===== src/rtl/cache_refill_ctrl.sv =====
// cache_refill_ctrl: miss handler between a direct-mapped cache and memory.
// Writes back a dirty victim line, fetches the missed line, then pulses fill_valid.
`default_nettype none

module cache_refill_ctrl #(
    parameter int ACCESS_LENGTH = 8,
    parameter int LINE_LENGTH   = 32,
    parameter int ADDRESS_SIZE  = 8
) (
    input  logic                     clk,
    input  logic                     reset,
    input  logic                     miss,
    input  logic [ADDRESS_SIZE-1:0]  miss_addr,
    input  logic                     victim_dirty,
    input  logic [ADDRESS_SIZE-1:0]  victim_addr,
    input  logic [LINE_LENGTH-1:0]   victim_data,
    output logic                     busy,
    output logic                     fill_valid,
    output logic [LINE_LENGTH-1:0]   fill_data,
    output logic                     mem_req,
    output logic                     mem_write,
    output logic [ADDRESS_SIZE-1:0]  mem_addr,
    output logic [ACCESS_LENGTH-1:0] mem_wdata,
    input  logic [ACCESS_LENGTH-1:0] mem_rdata,
    input  logic                     mem_ack
);

    localparam int BEATS = LINE_LENGTH / ACCESS_LENGTH;
    localparam int CW    = (BEATS > 1) ? $clog2(BEATS) : 1;
    localparam logic [ADDRESS_SIZE-1:0] BEAT_MASK = ADDRESS_SIZE'(BEATS - 1);
    localparam logic [CW-1:0]           LAST_BEAT = CW'(BEATS - 1);

    typedef enum logic [1:0] {
        S_IDLE  = 2'd0,
        S_WB    = 2'd1,
        S_FETCH = 2'd2,
        S_DONE  = 2'd3
    } state_t;

    state_t                     state_q, state_d;
    logic [CW-1:0]              cnt_q, cnt_d;
    logic [ADDRESS_SIZE-1:0]    miss_base_q, miss_base_d;
    logic [ADDRESS_SIZE-1:0]    vic_base_q, vic_base_d;
    logic [LINE_LENGTH-1:0]     vic_data_q, vic_data_d;
    logic [LINE_LENGTH-1:0]     fill_q, fill_d;
    logic                       busy_q, busy_d;
    logic                       fill_valid_q, fill_valid_d;
    logic                       mem_req_q, mem_req_d;
    logic                       mem_write_q, mem_write_d;
    logic [ADDRESS_SIZE-1:0]    mem_addr_q, mem_addr_d;
    logic [ACCESS_LENGTH-1:0]   mem_wdata_q, mem_wdata_d;
    logic                       ack;

    assign ack = mem_req_q & mem_ack;

    always_ff @(posedge clk or negedge reset) begin
        if (!reset) begin
            state_q      <= S_IDLE;
            cnt_q        <= '0;
            miss_base_q  <= '0;
            vic_base_q   <= '0;
            vic_data_q   <= '0;
            fill_q       <= '0;
            busy_q       <= 1'b0;
            fill_valid_q <= 1'b0;
            mem_req_q    <= 1'b0;
            mem_write_q  <= 1'b0;
            mem_addr_q   <= '0;
            mem_wdata_q  <= '0;
        end else begin
            state_q      <= state_d;
            cnt_q        <= cnt_d;
            miss_base_q  <= miss_base_d;
            vic_base_q   <= vic_base_d;
            vic_data_q   <= vic_data_d;
            fill_q       <= fill_d;
            busy_q       <= busy_d;
            fill_valid_q <= fill_valid_d;
            mem_req_q    <= mem_req_d;
            mem_write_q  <= mem_write_d;
            mem_addr_q   <= mem_addr_d;
            mem_wdata_q  <= mem_wdata_d;
        end
    end

    always_comb begin
        state_d     = state_q;
        cnt_d       = cnt_q;
        miss_base_d = miss_base_q;
        vic_base_d  = vic_base_q;
        vic_data_d  = vic_data_q;
        fill_d      = fill_q;

        case (state_q)
            S_IDLE: begin
                if (miss) begin
                    miss_base_d = miss_addr & ~BEAT_MASK;
                    cnt_d       = '0;
                    if (victim_dirty) begin
                        vic_base_d = victim_addr & ~BEAT_MASK;
                        vic_data_d = victim_data;
                        state_d    = S_WB;
                    end else begin
                        state_d    = S_FETCH;
                    end
                end
            end
            S_WB: begin
                if (ack) begin
                    if (cnt_q == LAST_BEAT) begin
                        cnt_d   = '0;
                        state_d = S_FETCH;
                    end else begin
                        cnt_d = cnt_q + CW'(1);
                    end
                end
            end
            S_FETCH: begin
                if (ack) begin
                    // Beat 0 lands in the most significant slot of the line.
                    for (int k = 0; k < BEATS; k++) begin
                        if (cnt_q == CW'(k))
                            fill_d[LINE_LENGTH-1-k*ACCESS_LENGTH -: ACCESS_LENGTH] = mem_rdata;
                    end
                    if (cnt_q == LAST_BEAT) begin
                        cnt_d   = '0;
                        state_d = S_DONE;
                    end else begin
                        cnt_d = cnt_q + CW'(1);
                    end
                end
            end
            default: state_d = S_IDLE;
        endcase

        // Outputs are decoded from the next state so that they leave a flop.
        busy_d       = (state_d != S_IDLE);
        fill_valid_d = (state_d == S_DONE);
        mem_req_d    = (state_d == S_WB) || (state_d == S_FETCH);
        mem_write_d  = (state_d == S_WB);
        mem_addr_d   = '0;
        mem_wdata_d  = '0;
        if (state_d == S_WB) begin
            mem_addr_d = vic_base_d | ADDRESS_SIZE'(cnt_d);
            for (int k = 0; k < BEATS; k++) begin
                if (cnt_d == CW'(k))
                    mem_wdata_d = vic_data_d[LINE_LENGTH-1-k*ACCESS_LENGTH -: ACCESS_LENGTH];
            end
        end else if (state_d == S_FETCH) begin
            mem_addr_d = miss_base_d | ADDRESS_SIZE'(cnt_d);
        end
    end

    assign busy       = busy_q;
    assign fill_valid = fill_valid_q;
    assign fill_data  = fill_q;
    assign mem_req    = mem_req_q;
    assign mem_write  = mem_write_q;
    assign mem_addr   = mem_addr_q;
    assign mem_wdata  = mem_wdata_q;

endmodule

`default_nettype wire


===== config.mk =====
export PLATFORM = sky130hd
export DESIGN_NAME = cache_refill_ctrl
export DESIGN_NICKNAME = d
export VERILOG_FILES = /design/src/rtl/cache_refill_ctrl.sv
export SDC_FILE = /design/constraint.sdc
export NUM_CORES = 1
export LEC_CHECK = 0
export ABC_CLOCK_PERIOD_IN_PS = 6200
export CAP_MARGIN = 10
export CORE_AREA = 2 2 95 97
export DETAILED_ROUTE_END_ITERATION = 8
export DIE_AREA = 0 0 97 99
export PLACE_DENSITY = 0.87
export SYNTH_ARGS = -nofsm -noshare
export SYNTH_HDL_FRONTEND = slang
export SYNTH_SLANG_ARGS = --single-unit

===== constraint.sdc =====
create_clock -name clk -period 6.2 [get_ports clk]
set_input_delay 1.24 -clock clk [delete_from_list [all_inputs] [get_ports clk]]
set_output_delay 1.24 -clock clk [all_outputs]
set_load 0.005 [all_outputs]

==> impl_metrics.ini <==
[outcome]
status = completed

[logic_synthesis]
synthTopCellsByCount = dfrtp_1, mux2_2, nand2_1, inv_1, ha_1
synth_top_flop_cell = dfrtp_1
synth_seq_area_share_pct = 59.51
yosysMostFrequentCell = dfrtp_1
synthCells = 327
netlist_area_um2 = 4373
synth.top_cell.area_share_pct = 59.51
synth_nets = 401
synth_top_cell_by_area = dfrtp_1
postSynth.asyncResetShare_pct = 100.0
avgSynthCellArea_um2 = 13.37
synth_edf_count = 0
synth_area_leaders = dfrtp_1, mux2_2, ha_1, mux2_1, nand2_1
synth-seq-cells = 104
yosys_warnings = 0
yosysUniqueCellTypes = 38

[min_path]
hold-path-endpoint = vic_data_q[27]$_DFF_PN0_
hold_depth = 2
min_from = vic_data_q[27]$_DFF_PN0_
hold_path.class = reg2reg

[detailed_routing]
route.met3.wl_um = 683
wirelength_um = 9421
met2WireLength_um = 4559
drc = 0
vias_per_cell = 5.502
wl_met1_um = 3984
highest_layer = met4
ant_nets = 0
dr_total_vias = 3037
detail_route.wl_per_cell_um = 17.07
drtPass1Iterations = 4
drt_iter0_markers = 156

[global_routing]
grt_first_pass_wirelength_um = 15480
grt_max_degree = 74
antenna_found_initial = 0
grt_pass1_vias = 3080
groute.usage.overall_pct = 20.30
overflow = 0

[timing]
timing.slew.headroom_pct = 31.60
worstMarginPinSlew_ns = 1.020
fin_skew_ns = 0.01602
rsz0062_at_grt = no
hold_viol = 0
period_needed_ns = 3.767
setup_viol = 0
min_period_over_period_pct = 60.76
fin_setup_tns_ns = 0
fmax_ghz = 0.2654
drv_slew = 0

[place]
gp_congestion = 0.8109
place.detailed.hpwl_um = 6887
port_buffers = 108
placed_cell_area_um2 = 5554

[clock_network]
cts_hold_buffers = 0
postCtsSetupBuffers = 0
ctsHtreeMaxLevel = 3
clock-sinks = 104
numCtsBuffers = 9
cts-root-buf = clkbuf_8
cts_tree = built
clockBufferDepth = 2
clk_latency_ns = 0.36
clk_pin_slew_ns = 0.11
ctsResizeCount = 0

[worst_setup_path]
worstSetupPathType = in2reg
critical-path-max-stage-delay_ns = 0.69
critPathArrivalTime_ns = 4.01
rr_startpoint = state_q[1]$_DFF_PN0_
crit_slowest_cell = ha_1
r2r_cells = 8
worstPathMaxFanout = 22
cp.buffers_inverters = 2
required_ns = 6.45
cp-start-kind = input pin
ff2ff_setup_slack_ns = 3.00
r2r_end = mem_wdata[4]$_DFF_PN0_
end_kind = flop
path_delay_family = buffers and inverters
path_depth = 7
cp_cell_sequence = clkdlybuf4s50_1, nor2b_1, o21ai_0, a31oi_1, ha_1, inv_1, nor4_1

[cells_and_area]
final_area_um2 = 5737
nets = 513
drive_gt1_share_pct = 19.59
diodes = 0
area_growth_pct = 31.19

[floorplan]
die_w_um = 97
core_area_um2 = 8551
start_util_pct = 51.14
io_pins = 113
dieArea_um2 = 9603
die_h_um = 99
core.rowCount = 34

[pwr]
vdd_ir_drop_max_mv = 0.2180
power.density_nw_per_um2 = 451.9
power_leakage_nw = 2.581
finalPower_w = 0.002593

[job]
drv_cap = 0
## through the flow
stage	utilization [%]	setup slack [ns]	instances	hold slack, ns
2_1_floorplan	-	3.285	327	0.4435
3_3_place_gp	64.95	2.306	536	0.4594
3_5_place_dp	64.95	2.108	536	0.4630
4_1_cts	67.09	2.489	552	0.4871
5_1_grt	67.09	2.271	552	0.5017
6_report	67.09	2.433	552	0.4865
## worst register-to-register path, cell delays in order (launching register included)
cell and delay, ns:
dfrtp_1 0.45, inv_1 0.12, ha_1 0.22, nor2b_1 0.36
o21ai_0 0.20, a31oi_1 0.35, ha_1 0.69, inv_1 0.29
nor4_1 0.42
## final cells by class
class,instances,area [µm²]
Sequential cell,104,2603
Tap cell,108,135.1
Multi-Input combinational cell,197,1659
Timing Repair Buffer,110,1094
Clock buffer,10,127.6
Clock inverter,6,55.05
Fill cell,618,2814
Inverter,17,63.81
## metal layers
| layer | global-route usage, % | up-vias |
|---|---|---|
| met3 | 4.539 | 20 |
| met2 | 33.87 | 137 |
| li1 | - | 1388 |
| met4 | 7.584 | 0 |
| met5 | 0 | - |
| met1 | 26.26 | 1492 |
## sequential cells by signal, indices dropped and copies added, names as in the netlist
signal / count
state_q: 2
cnt_q: 2
mem_write: 1
miss_base_q: 8
fill_valid: 1
vic_data_q: 32
busy: 1
mem_wdata: 8
vic_base_q: 8
mem_req: 1
fill_data: 32
mem_addr: 8
## how the worst max path moves through the flow
stage,start,end
floorplan,victim_dirty,mem_wdata[0]$_DFF_PN0_
global placement,miss,mem_wdata[2]$_DFF_PN0_
detailed placement,miss,mem_wdata[4]$_DFF_PN0_
CTS,miss,mem_wdata[4]$_DFF_PN0_
global route,miss,mem_wdata[4]$_DFF_PN0_
finish,miss,mem_wdata[4]$_DFF_PN0_
## logic make-up (layout without fill, tap and decap cells)
group | Yosys count | count (layout) | share of synthesized area, %
flops | 104 | 104 | 59.51
mux | 78 | 78 | 19.89
buf+inv | 26 | 143 | 2.661
compound gates | 47 | 47 | 7.497
fa+ha+maj | 13 | 13 | 3.720
simple gates | 59 | 59 | 6.724
## power breakdown
| group | switching [W] | total [W] | internal, W |
|---|---|---|---|
| logic | 0.000488 | 0.00110 | 0.000616 |
| registers | 0.000122 | 0.00109 | 0.000972 |
| clock network | 0.000239 | 0.000395 | 0.000156 |
| total | 0.000849 | 0.00259 | 0.00174 |
## cells in the final DEF (no fill, tap or decap), types with 2 or more instances in the layout
cell / count
mux2_2: 61
nand2_1: 21
and2_1: 6
clkbuf_8: 9
nor2b_1: 4
inv_1: 15
mux2_1: 10
inv_2: 2
a31o_2: 3
nor4_1: 4
nand3_1: 5
nor2_1: 5
a31oi_1: 3
clkdlybuf4s50_1: 107
a2bb2o_1: 2
o31ai_1: 3
nor3_1: 9
o21ai_0: 11
a21oi_1: 4
a211oi_1: 3
o21ai_1: 6
a2bb2oi_1: 4
buf_4: 3
dfrtp_1: 104
mux2i_1: 7
inv_6: 4
ha_1: 13
a211o_1: 2
Power figures use the tool's default switching activity.
